<file path="src/rtl/ctl_lap.sv">
// ctl_lap -- stopwatch control FSM with a circular lap-snapshot buffer.
//
// Sequences the counter datapath through IDLE / RUN / SPLIT / PAUSE from the
// debounced trig and split buttons. Every split event while counting (RUN or
// SPLIT) captures count_in into a circular buffer which readout logic drains
// one entry per lap_rd pulse.
//
// Parameters:
//   CNT_W     width of one lap snapshot
//   DEPTH     number of lap entries (power of two, >= 2)
//   EDGE_DET  1: act on rising edges of trig/split; 0: act on every high cycle
//   OVERWRITE 1: capture into a full buffer replaces the oldest entry;
//             0: capture into a full buffer is dropped
//
// Ports:
//   clk, reset      clock, asynchronous active-high reset
//   trig, split     start/stop and split/lap/clear buttons (debounced)
//   count_in        running count, sampled on lap capture
//   lap_rd          pop request, one cycle per entry
//   init_regs       clear counter registers (IDLE)
//   count_enabled   counter runs (RUN, SPLIT)
//   display_hold    display frozen (SPLIT)
//   lap_data        last popped entry (registered)
//   lap_valid       buffer not empty
//   lap_full        buffer holds DEPTH entries
//   lap_count       number of stored entries
//   lap_ovf         sticky: a lap was dropped or overwritten since last clear
module ctl_lap #(
    parameter int CNT_W     = 16,
    parameter int DEPTH     = 8,
    parameter bit EDGE_DET  = 1'b1,
    parameter bit OVERWRITE = 1'b0
) (
    input  logic                       clk,
    input  logic                       reset,
    input  logic                       trig,
    input  logic                       split,
    input  logic [CNT_W-1:0]           count_in,
    input  logic                       lap_rd,
    output logic                       init_regs,
    output logic                       count_enabled,
    output logic                       display_hold,
    output logic [CNT_W-1:0]           lap_data,
    output logic                       lap_valid,
    output logic                       lap_full,
    output logic [$clog2(DEPTH+1)-1:0] lap_count,
    output logic                       lap_ovf
);

    localparam int PTR_W = $clog2(DEPTH);
    localparam int CW    = $clog2(DEPTH+1);

    typedef enum logic [1:0] {
        ST_IDLE  = 2'b00,
        ST_RUN   = 2'b01,
        ST_SPLIT = 2'b10,
        ST_PAUSE = 2'b11
    } state_t;

    state_t             state_r;
    state_t             state_nxt_s;
    logic               trig_q_r;
    logic               split_q_r;
    logic               t_ev_s;
    logic               s_ev_s;
    logic               cap_s;
    logic               clr_s;
    logic               pop_s;
    logic               full_s;
    logic               drop_s;
    logic               ow_s;
    logic               wr_s;
    logic [CW-1:0]      cnt_r;
    logic [CW-1:0]      cnt_nxt_s;
    logic               ovf_r;
    logic               ovf_nxt_s;
    logic               valid_r;
    logic               full_r;
    logic [PTR_W-1:0]   wr_ptr_r;
    logic [PTR_W-1:0]   rd_ptr_r;
    logic [CNT_W-1:0]   lap_data_r;
    logic [CNT_W-1:0]   mem_r [DEPTH];
    logic               init_regs_r;
    logic               count_enabled_r;
    logic               display_hold_r;

    // Moore output decode: {init_regs, count_enabled, display_hold}.
    function automatic logic [2:0] decode_outputs(input state_t st);
        logic [2:0] res;
        case (st)
            ST_IDLE:  res = 3'b100;
            ST_RUN:   res = 3'b010;
            ST_SPLIT: res = 3'b011;
            ST_PAUSE: res = 3'b000;
            default:  res = 3'b100;
        endcase
        return res;
    endfunction

    // Button event detection (rising edge or raw level).
    always_comb begin
        if (EDGE_DET) begin
            t_ev_s = trig & ~trig_q_r;
            s_ev_s = split & ~split_q_r;
        end else begin
            t_ev_s = trig;
            s_ev_s = split;
        end
    end

    // Next-state logic; trig has priority, so a simultaneous split is lost.
    always_comb begin
        state_nxt_s = state_r;
        cap_s       = 1'b0;
        clr_s       = 1'b0;
        if (t_ev_s) begin
            case (state_r)
                ST_IDLE:  state_nxt_s = ST_RUN;
                ST_RUN:   state_nxt_s = ST_PAUSE;
                ST_SPLIT: state_nxt_s = ST_PAUSE;
                ST_PAUSE: state_nxt_s = ST_RUN;
                default:  state_nxt_s = ST_IDLE;
            endcase
        end else if (s_ev_s) begin
            case (state_r)
                ST_IDLE: state_nxt_s = ST_IDLE;
                ST_RUN: begin
                    state_nxt_s = ST_SPLIT;
                    cap_s       = 1'b1;
                end
                ST_SPLIT: begin
                    state_nxt_s = ST_RUN;
                    cap_s       = 1'b1;
                end
                ST_PAUSE: begin
                    state_nxt_s = ST_IDLE;
                    clr_s       = 1'b1;
                end
                default: state_nxt_s = ST_IDLE;
            endcase
        end else begin
            state_nxt_s = state_r;
        end
    end

    // Buffer bookkeeping. A pop in the same cycle as a capture frees the slot
    // first, so a full buffer only overflows when no pop accompanies the write.
    always_comb begin
        full_s = (cnt_r == CW'(DEPTH));
        pop_s  = lap_rd & (cnt_r != {CW{1'b0}}) & ~clr_s;
        drop_s = cap_s & full_s & ~pop_s & (OVERWRITE == 1'b0);
        ow_s   = cap_s & full_s & ~pop_s & (OVERWRITE == 1'b1);
        wr_s   = cap_s & ~drop_s;
        if (clr_s) begin
            cnt_nxt_s = {CW{1'b0}};
            ovf_nxt_s = 1'b0;
        end else begin
            // An overwrite replaces an entry, so occupancy does not grow.
            cnt_nxt_s = cnt_r + CW'(wr_s & ~ow_s) - CW'(pop_s);
            ovf_nxt_s = ovf_r | drop_s | ow_s;
        end
    end

    // Control state, button history and registered Moore outputs.
    always_ff @(posedge clk or posedge reset) begin
        if (reset) begin
            state_r         <= ST_IDLE;
            trig_q_r        <= 1'b0;
            split_q_r       <= 1'b0;
            init_regs_r     <= 1'b1;
            count_enabled_r <= 1'b0;
            display_hold_r  <= 1'b0;
        end else begin
            state_r   <= state_nxt_s;
            trig_q_r  <= trig;
            split_q_r <= split;
            {init_regs_r, count_enabled_r, display_hold_r} <= decode_outputs(state_nxt_s);
        end
    end

    // Pointers, occupancy, flags and popped data.
    always_ff @(posedge clk or posedge reset) begin
        if (reset) begin
            wr_ptr_r   <= {PTR_W{1'b0}};
            rd_ptr_r   <= {PTR_W{1'b0}};
            cnt_r      <= {CW{1'b0}};
            ovf_r      <= 1'b0;
            valid_r    <= 1'b0;
            full_r     <= 1'b0;
            lap_data_r <= {CNT_W{1'b0}};
        end else begin
            if (clr_s) begin
                wr_ptr_r <= {PTR_W{1'b0}};
                rd_ptr_r <= {PTR_W{1'b0}};
            end else begin
                if (wr_s) begin
                    wr_ptr_r <= wr_ptr_r + PTR_W'(1);
                end else begin
                    wr_ptr_r <= wr_ptr_r;
                end
                // Overwrite discards the oldest entry by moving the head too.
                if (pop_s | ow_s) begin
                    rd_ptr_r <= rd_ptr_r + PTR_W'(1);
                end else begin
                    rd_ptr_r <= rd_ptr_r;
                end
            end
            if (pop_s) begin
                lap_data_r <= mem_r[rd_ptr_r];
            end else begin
                lap_data_r <= lap_data_r;
            end
            cnt_r   <= cnt_nxt_s;
            ovf_r   <= ovf_nxt_s;
            valid_r <= (cnt_nxt_s != {CW{1'b0}});
            full_r  <= (cnt_nxt_s == CW'(DEPTH));
        end
    end

    // Lap storage; contents need no reset since occupancy gates every read.
    always_ff @(posedge clk) begin
        if (wr_s) begin
            mem_r[wr_ptr_r] <= count_in;
        end
    end

    assign init_regs     = init_regs_r;
    assign count_enabled = count_enabled_r;
    assign display_hold  = display_hold_r;
    assign lap_data      = lap_data_r;
    assign lap_valid     = valid_r;
    assign lap_full      = full_r;
    assign lap_count     = cnt_r;
    assign lap_ovf       = ovf_r;

endmodule

</file>
<file path="config.mk">
export PLATFORM = sky130hd
export DESIGN_NAME = ctl_lap
export DESIGN_NICKNAME = d
export VERILOG_FILES = /design/src/rtl/ctl_lap.sv
export SDC_FILE = /design/constraint.sdc
export NUM_CORES = 1
export LEC_CHECK = 0
export ABC_AREA = 1
export BUFFER_PORTS_ARGS = -buffer_cell sky130_fd_sc_hd__clkbuf_2
export CAP_MARGIN = 20
export CORE_UTILIZATION = 45
export DETAILED_ROUTE_END_ITERATION = 10
export PLACE_DENSITY = 0.62
export SLEW_MARGIN = 20
export SYNTH_ARGS = -nofsm -noshare
export SYNTH_HDL_FRONTEND = slang
export SYNTH_SLANG_ARGS = --single-unit
</file>
<file path="constraint.sdc">
create_clock -name clk -period 3.3 [get_ports clk]
set_input_delay 0.33 -clock clk [delete_from_list [all_inputs] [get_ports clk]]
set_output_delay 0.33 -clock clk [all_outputs]
set_load 0.02 [all_outputs]
</file>
## Yosys cells after proc, flatten, opt, wreduce, memory -nomap -nowiden

Memory sizes are Yosys's and may differ from the RTL's. A register that Yosys moved wholly into a read port is not among the register bits.
Index checks and enable logic that the tools add are counted.

- Register bits: 20
- Latch bits: 0
- RAM bits: 128
- ROM bits: 0
- Memories: 1

Memories:

| name | words | bits a word | read ports | clocked after Yosys merged registers in | wr ports | RTL line | RTL |
|---|---|---|---|---|---|---|---|
| mem_r | 8 | 16 | 1 | 1 | 1 | 82 | `logic [CNT_W-1:0] mem_r [DEPTH];` |

- Add/subtract/negate cells: 4
- Multiply operators: 0
- Divide/modulo/power cells: 0
- Order comparisons: 0
- Equality and inequality tests: 8
- Shift-type cells: 0
- Multiplexer cells: 19
- Bitwise operators: 13
- Reductions and logical operators: 8

Operators by type and width:

| kind | number |
|---|---|
| 2-to-1 mux 3 bit | 4 |
| case mux 3 bit (4 select lines) | 1 |
| 2-to-1 mux 1 bit | 9 |
| == test 2 bit, second input constant | 4 |
| == test 4 bit, second input constant | 2 |
| nonzero test 4 bit | 2 |
| AND 1 bit | 7 |
| adder 3 x 1 -> 3 bit, second input constant | 2 |
| case mux 2 bit (3 select lines) | 1 |
| NOT 1 bit | 5 |
| adder 4 x 1 -> 4 bit | 1 |
| == test 2 x 1 -> 1 bit, second input constant | 2 |
| logical NOT 2 bit | 2 |
| 2-to-1 mux 2 bit | 2 |
| 2-to-1 mux 4 bit | 1 |
| case mux 2 bit (2 select lines) | 1 |
| nonzero test 2 bit | 2 |
| OR reduction 2 bit | 2 |
| subtractor 4 x 1 -> 4 bit | 1 |
| bitwise OR 1 bit | 1 |

## Logic depth before layout (Yosys ltp)

Gate-level depths: netlist of the first run.

- Word-level depth: 14
- Gate-level depth with buffers: 14

## Worst setup path before layout of the first run

OpenSTA, ideal clock, no wires.

- Path type: reg2reg
- Start point: reg cnt_r[2] (netlist: lap_count[2])
- End point: mem mem_r[6][0] (enable)
- Arrival time: 2473 ps
- Required time: 2891 ps
- Slack: 417 ps
- Cell stages (with the launch flop): 9
- Cells stage by stage: dfrtp_1 > inv_1 > ha_1 > a21oi_4 > nand2_4 > nand2_4 > nand2_2 > buf_6 > nor3_1

- Longest elaborated chain between the ends: 9
- Elaborated cells on any way between the ends: 11
- Those cells by class: eq/ne (1); mux (2); bitwise (7); reduce/logical (1)

Ends and longest elaborated chain:

| element | RTL line | RTL |
|---|---|---|
| start, declared | 73 | `logic [CW-1:0] cnt_r;` |
| start signal, assigned | 186 | `cnt_r <= {CW{1'b0}};` |
| start signal, assigned | 213 | `cnt_r <= cnt_nxt_s;` |
| nonzero test 4 bit | 150 | `pop_s = lap_rd & (cnt_r != {CW{1'b0}}) & ~clr_s;` |
| AND 1 bit (2 in a row) | 150 |  |
| NOT 1 bit | -- |  |
| AND 1 bit (*) | -- |  |
| NOT 1 bit (*) | 153 | `wr_s = cap_s & ~drop_s;` |
| AND 1 bit (*) | 153 |  |
| 2-to-1 mux 1 bit (*) | 222 | `if (wr_s) begin` |
| 2-to-1 mux 1 bit (not written as such) (*) | 223 | `mem_r[wr_ptr_r] <= count_in;` |
| end, declared | 82 |  |

Mark *: on every way between the ends. The rest lies on a longest branch, timed or not.

## Worst setup path after layout of the first run

- Start point: reg cnt_r[2] (netlist: lap_count[2])
- End point: reg valid_r (netlist: lap_valid)

- Longest elaborated chain between the ends: 11
- Elaborated cells on any way between the ends: 13
- Those cells by class: add/sub (2); eq/ne (1); mux (1); bitwise (7); reduce/logical (2)

Ends and longest elaborated chain:

| element | RTL line | RTL |
|---|---|---|
| nonzero test 4 bit | 150 |  |
| AND 1 bit (2 in a row) | 150 |  |
| NOT 1 bit | -- |  |
| AND 1 bit | -- |  |
| NOT 1 bit | 153 |  |
| AND 1 bit | 153 |  |
| adder 4 x 1 -> 4 bit | 159 | `cnt_nxt_s = cnt_r + CW'(wr_s & ~ow_s) - CW'(pop_s);` |
| subtractor 4 x 1 -> 4 bit (*) | 159 |  |
| 2-to-1 mux 4 bit (*) | 154 | `if (clr_s) begin` |
| nonzero test 4 bit (*) | 215 | `valid_r <= (cnt_nxt_s != {CW{1'b0}});` |
| end signal, assigned | 215 |  |
| end, declared | 77 | `logic valid_r;` |

Marks and branches as above.
A chain may end at the register's enable or synchronous reset.

==> metrics.txt, run 1 <==
status finished with violations; violated checks negative hold slack; Finished Core Util 0.534; worst r2r dst lap_valid$_DFF_PP0_; worst-path maximum fanout 19; Detailed Route Iter0 Violations between 200 and 300; Pint 4.26 mW; DR vias ~4.2k; Syn Nets 591; # IOs 47; CP endpoint kind register; Routed Antenna Nets 0; CORE AREA roughly 15000 µm²; Worst Tran Pin Value 1.05 ns; routed wire length per instance roughly 17 µm; R2R Path Start lap_count[2]$_DFF_PP0_; sequential fraction of design power 0.405; sequential-to-total area share from yosys stat 0.709; CP required about 3.6 ns; Clock Tree Buf Depth 2; die extent in y 124 µm; DRC 0; CTS root buffer clkbuf_16; type of origin of the critical path register; Register-to-Register Path Depth 14; first-pass GRT wire length around 22 mm; setup violation total in the final timing report 0; Clk pwr share 0.283; Initial Utilization 0.460; Netlist cell types 34; worst vdd ir 0.411 mV; Worst R2R Setup Slack 0.72 ns; minimum clock period 2.58 ns; all-layer global routing usage 0.200; WP data arrival 2.88 ns; Worst-Skew Late Latency 0.42 ns; CTS H-tree lvls 4; antenna violations before repair 0; Die Span X 124 µm; synthesized area 6690 µm²; hold_buf cts 0; Ys Warns 0; combinational group share of total power 0.313; max_slew headroom 0.303; Routed Wire Length 14.0 mm; Seq cells post-synth 164; Min-Delay Path Class in -> async; fill count ~1.2k; post-cts sizing count 0; post-synth top area cell edfxtp_1; most frequent cells in the layout 128 x edfxtp_1, 116 x nor2_1, 60 x o21ai_0; HPWL after DPL between 8 and 9 mm; commonest non-fill, non-tap cell in the layout edfxtp_1; Crit Path Category reg -> reg; Die Area ~15000 µm²; Area Growth Syn to Fin 15.9%; leak pwr 2.99 nW; Synth top area share 0.574; total power between 6 and 7 mW; DR vias/cell 5.20; post-synthesis cell count between 500 and 600; Switch Pwr 2.33 mW; synth top area cells edfxtp_1 57%, dfrtp_1 13%, nor2_1 6.5%, o21ai_0 4.5%, nand2_1 3.1%; CTS tree done; Slew Viols, Final 0; total CTS buffers 17; clock sinks around 160; Row Count 44; ant diodes 0; First-pass DRT Iterations 4; largest net degree at the start of global routing 67; worst-case clock skew 0.00843 ns; post-CTS setup buffers 0; mean area per synthesized cell 12.0 µm²; share of cells above drive strength 1 0.173; vias in the first global route 4096; Final Hold Fails 27; grt ovf 0; Reg clk slew, reported paths 0.06 ns; hold_ws -0.0357 ns; fin crit share 0.781; RSZ-0062 raised after global routing no; Switching Fraction 0.354; Port Buffers 46; CP startpoint lap_count[2]$_DFF_PP0_; f_max 388 MHz; Final #Nets 644; setup TNS 0 ns; GP Congestion 0.818; max cap viols 0; Pwr per Cell Area 850 nW/µm²
## logic make-up (layout without fill, tap and decap cells)
family / Yosys count / after routing / share of synthesized area
AOI/OAI and AO/OA: 88 / 88 / 0.0739
and+or+nand+nor: 233 / 233 / 0.149
xor gates and xnor gates: 2 / 2 / 0.00262
DFF: 164 / 164 / 0.709
buffers and inverters: 57 / 123 / 0.0398
adders and majority gates: 13 / 13 / 0.0254
## how the worst max path moves through the flow
stage	endpoint	slack, ns	depth (start not counted)
global route	lap_valid$_DFF_PP0_	0.53	14
CTS	lap_valid$_DFF_PP0_	0.70	14
global placement	lap_valid$_DFF_PP0_	0.78	14
floorplan	mem_r[6][0]$_DFFE_PP_	0.42	8
finish	lap_valid$_DFF_PP0_	0.72	14
detailed placement	lap_valid$_DFF_PP0_	0.70	14
## Yosys cell counts
cell / count
clkbuf_2: 1
or2_2: 1
edfxtp_1: 128
nand2_1: 56
xnor2_1: 1
nand4_1: 3
nor3_1: 9
xor2_1: 1
nor2_4: 1
or2_1: 1
buf_4: 4
ha_1: 12
a21oi_1: 3
nand3_2: 1
inv_2: 3
nor2_1: 116
nand2_2: 1
o21ai_1: 7
inv_1: 26
buf_6: 3
nand3_4: 1
o21ai_0: 60
clkinv_1: 1
a21oi_4: 1
buf_2: 11
clkbuf_1: 7
nor2_2: 2
buf_1: 1
fa_1: 1
nand3_1: 39
dfrtp_1: 35
o211ai_1: 17
nand2_4: 2
dfstp_2: 1
## flip-flops by register name, summed over array words and instances, names as in the netlist
name and cells:
lap_count 4, lap_full 1, split_q_r 1, mem_r 128, trig_q_r 1, count_enabled 1, init_regs 1, rd_ptr_r 3
display_hold 1, state_r 2, lap_ovf 1, lap_data 16, lap_valid 1, wr_ptr_r 3
## cell type report
cell class / instances / area, µm² / area share
Sequential cell: 164 / 4750 / 0.612
Multi-Input combinational cell: 336 / 1720 / 0.222
Clock buffer: 26 / 469 / 0.0605
Timing Repair Buffer: 61 / 393 / 0.0507
Tap cell: 184 / 230 / 0.0297
Inverter: 30 / 113 / 0.0145
Clock inverter: 6 / 83.8 / 0.0108
## through the flow
stage / hold slack, ns / std cells / instance area, µm² / setup slack, ns
after floorplan: 0.361 / 557 / 6690 / 0.417
after global placement: 0.454 / 775 / 7200 / 0.785
after detailed placement: 0.456 / 775 / 7200 / 0.700
after CTS: 0.0135 / 807 / 7750 / 0.700
after global routing: 0.0170 / 807 / 7750 / 0.529
final: -0.0357 / 807 / 7750 / 0.724
## power groups by stage
stage	clock network (mW)	registers, mW	logic, mW
finish	1.86	2.67	2.06
global route	1.97	2.70	2.34
CTS	1.89	2.67	2.09
detailed placement	0	2.71	2.07
global placement	0	2.70	2.01
floorplan	0	2.82	1.33
## worst max-delay path, stage by stage, from the launching register on
cell and delay (ns):
dfrtp_1 0.34, inv_1 0.07, ha_1 0.24, a21oi_4 0.21, nand2_4 0.21, inv_2 0.10, nand2_1 0.09, nand2_1 0.08
ha_1 0.16, inv_1 0.05, fa_1 0.48, inv_1 0.04, nand2_1 0.08, nand3_1 0.09, or2_1 0.23
## routing by layer
metal  global-route usage  routed length [µm]  up-vias
li1                     -                   -     2041
met1                0.256                5880     2036
met3               0.0371                 787       13
met2                0.337                7200      110
met5                    0                   0        -
met4               0.0759                 161        0
(Power assumes the default switching activity.)
==> run 2: changes to the inputs <==
- ABC_AREA: 1 -> 0
- clock period: 3.3 -> 2.5 ns (I/O delays scaled with it)
==> metrics.txt, run 2 <==
Post-synth top cells 128 x edfxtp_1, 35 x dfrtp_1, 32 x mux4_2, 31 x nor2_1 (was 128 x edfxtp_1, 116 x nor2_1, 60 x o21ai_0, 56 x nand2_1, 39 x nand3_1); Row Count 43 (was 44); post-synth top area cell edfxtp_1 (unchanged); Initial Utilization 0.462 (was 0.460); die extent in y 122 µm (was 124 µm); crit path cell chain inv_2 > ha_4 > or3b_4 > o311a_4 > or3_1 > nand2_1 > ha_2 > inv_2 > fa_2 > nand3_2 > nor3_2 (was inv_1 > ha_1 > a21oi_4 > nand2_4 > inv_2 > nand2_1 > nand2_1 > ha_1 > inv_1 > fa_1 > inv_1 > nand2_1 > nand3_1 > or2_1); Routed Wire Length 12.7 mm (was 14.0 mm); EDFF count, synth 128 (unchanged); leak pwr 2.91 nW (was 2.99 nW); max_slew headroom 0.594 (was 0.303); fin crit share 1.09 (was 0.781); Min-Delay Path Class in -> reg (was in -> async); sequential fraction of design power 0.399 (was 0.405); most numerous cell on the critical path inv_2; count leader, synth edfxtp_1 (unchanged); WP data arrival 3.05 ns (was 2.88 ns); worst-case clock skew 0.0126 ns (was 0.00843 ns); Placement Setup Slack -0.240 ns (was 0.700 ns); worst-path maximum fanout 3 (was 19); Switching Fraction 0.315 (was 0.354); worst vdd ir 0.541 mV (was 0.411 mV); Worst-Skew Late Latency 0.43 ns (was 0.42 ns); synth top area cells edfxtp_1 60%, dfrtp_1 14%, mux4_2 11%, mux2i_1 3.0%, ha_1 2.3% (was edfxtp_1 57%, dfrtp_1 13%, nor2_1 6.5%, o21ai_0 4.5%, nand2_1 3.1%); Port Buffers 46 (unchanged); Ys Warns 0 (unchanged); max cap viols 0 (unchanged); ys flop type edfxtp_1 (unchanged); Slew Viols, Final 0 (unchanged); Die Span X 122 µm (was 124 µm); minimum clock period 2.72 ns (was 2.58 ns); Seq cells post-synth 164 (unchanged); largest net degree at the start of global routing 33 (was 67); DR vias/cell 5.30 (was 5.20); DR vias 3378 (was 4200); most frequent cells in the layout 128 x edfxtp_1, 46 x clkbuf_2, 32 x mux4_2, 32 x dfrtp_1, 31 x buf_4 (was 128 x edfxtp_1, 116 x nor2_1, 60 x o21ai_0); CP delay by family, top simple AND/OR/NAND/NOR gates (was adder cells); routed wire length per instance 20.0 µm (was 17.4 µm); Top reg by flops mem_r (unchanged); ys async rst share 0.220 (unchanged); post-synthesis cell count 346 (was 557); vias in the first global route 3557 (was 4096); CTS H-tree lvls 4 (unchanged); Final Hold Fails 0 (was 27); # IOs 47 (unchanged); area post-placement 7380 µm² (was 7200 µm²); setup violation total in the final timing report 31 (was 0); CORE AREA 13900 µm² (was 14500 µm²); Final #Nets 478 (was 644); commonest non-fill, non-tap cell in the layout edfxtp_1 (unchanged); DRC 0 (unchanged); CP peak stage delay 0.56 ns (was 0.48 ns); type of origin of the critical path register (unchanged); Pint 6.05 mW (was 4.26 mW); CP endpoint kind register (unchanged); Synth top area share 0.597 (was 0.574); Cells after DPL 598 (was 775); Finished Layout Cells 637 (was 807); clock sinks 164 (unchanged); CP required 2.83 ns (was 3.60 ns); Netlist cell types 36 (was 34); sequential-to-total area share from yosys stat 0.738 (was 0.709); first-pass GRT wire length 19.6 mm (was 21.9 mm); HPWL after DPL 7.83 mm (was 8.60 mm); ant diodes 0 (unchanged); Worst Tran Pin Value 0.605 ns (was 1.05 ns); GP Congestion 0.776 (was 0.818); violated checks negative setup slack (was negative hold slack); share of cells above drive strength 1 0.405 (was 0.173); Die Area 14800 µm² (was 15400 µm²); synthesized area 6430 µm² (was 6690 µm²); max FFs per register 128 (unchanged); Worst Path Buf+Inv 2 (was 4); Syn Nets 380 (was 591); RSZ-0062 raised after global routing yes (was no); f_max 368 MHz (was 388 MHz); Clock Tree Buf Depth 2 (unchanged); post-route cell area 8090 µm² (was 7750 µm²); Area Growth Syn to Fin 25.7% (was 15.9%); Reg clk slew, reported paths 0.06 ns (about the same); Pwr per Cell Area 1090 nW/µm² (was 850 nW/µm²); status finished with violations (unchanged); First-pass DRT Iterations 4 (unchanged); antenna violations before repair 0 (unchanged); Routed Antenna Nets 0 (unchanged); CTS root buffer clkbuf_16 (unchanged); Detailed Route Iter0 Violations 234 (was 260); mean area per synthesized cell 18.6 µm² (was 12.0 µm²); Worst R2R Setup Slack -0.22 ns (was 0.72 ns); Switch Pwr 2.79 mW (was 2.33 mW); combinational group share of total power 0.324 (was 0.313); Crit Path Category reg -> reg (unchanged); fill count 1045 (was 1232); total CTS buffers 17 (unchanged); Clk pwr share 0.277 (was 0.283); Final WS setup -0.220 ns (was 0.724 ns); hold_ws 0.0984 ns (was -0.0357 ns); CTS tree done (unchanged); grt ovf 0 (unchanged); slowest CP cell fa_2 (was fa_1); all-layer global routing usage 0.189 (was 0.200)
run 2: kinds of logic (layout without fill, tap and decap cells):
| group | after synthesis | count (layout) | synth area share |
|---|---|---|---|
| AO/OA/AOI/OAI | 27 | 27 | 0.0274 |
| XOR/XNOR | 4 | 4 | 0.00545 |
| adder cells (fa/ha/maj) | 13 | 13 | 0.0264 |
| buffers and inverters | 26 | 137 | 0.0161 |
| flip-flops | 164 | 164 | 0.738 |
| multiplexers | 52 | 52 | 0.143 |
| AND/OR/NAND/NOR | 60 | 60 | 0.0436 |
run 2: what timing repair did:
item                       CTS  global route
hold endpoints to repair    14             0
gates resized for setup      7            12
hold buffers                 3             0
cloned                       0             0
setup endpoints to repair    4           133
pin swaps                   10            10
setup buffers                2             2
run 2: path summary, 6_finish.rpt:
kind                                   startpoint                        to  depth (start not counted)
setup / recovery           lap_count[3]$_DFF_PP0_        lap_full$_DFF_PP0_                         11
hold / removal                        count_in[9]     mem_r[3][9]$_DFFE_PP_                          1
setup reg to reg           lap_count[3]$_DFF_PP0_        lap_full$_DFF_PP0_                         11
hold reg to reg                 lap_ovf$_DFF_PP0_         lap_ovf$_DFF_PP0_                          2
max in group asynchronous                   reset    lap_count[2]$_DFF_PP0_                          4
min in group asynchronous                   reset  lap_data[14]$_DFFE_PP0P_                          3
run 2: metal layers:
metal  vias up  track usage  wire (µm)  part of all wire
met2        65        0.293       6230              0.49
met4         0       0.0725        217             0.017
li1       1547            -          -                 -
met1      1747        0.259       5870              0.46
met3        19       0.0473        414             0.033
met5         -            0          0                 0
run 2: power groups by stage:
stage / clock [mW] / combinational, mW / sequential [mW]
floorplan: 0 / 1.64 / 3.74
global placement: 0 / 2.63 / 3.56
detailed placement: 0 / 2.68 / 3.58
CTS: 2.48 / 2.76 / 3.52
global route: 2.58 / 3.13 / 3.57
finish: 2.44 / 2.86 / 3.53
run 2: metrics by stage:
step                      total power [mW]   util  TNS (ns)
after floorplan                       5.38      -     -4.56
after global routing                  9.29  0.581     -5.35
final                                 8.84  0.581    -0.711
after CTS                             8.76  0.574     -1.06
after global placement                6.19  0.529    -0.167
after detailed placement              6.26  0.529    -0.399
run 2: area by class of cell:
type,count,area [µm²],share of cell area
clock buffers,22,454,0.0561
well taps,180,225,0.0278
clock inverters,10,100,0.0124
flip-flops and latches,164,4750,0.587
inverters,11,41.3,0.00510
multi-input cells,156,1760,0.218
repair buffers,94,756,0.0934
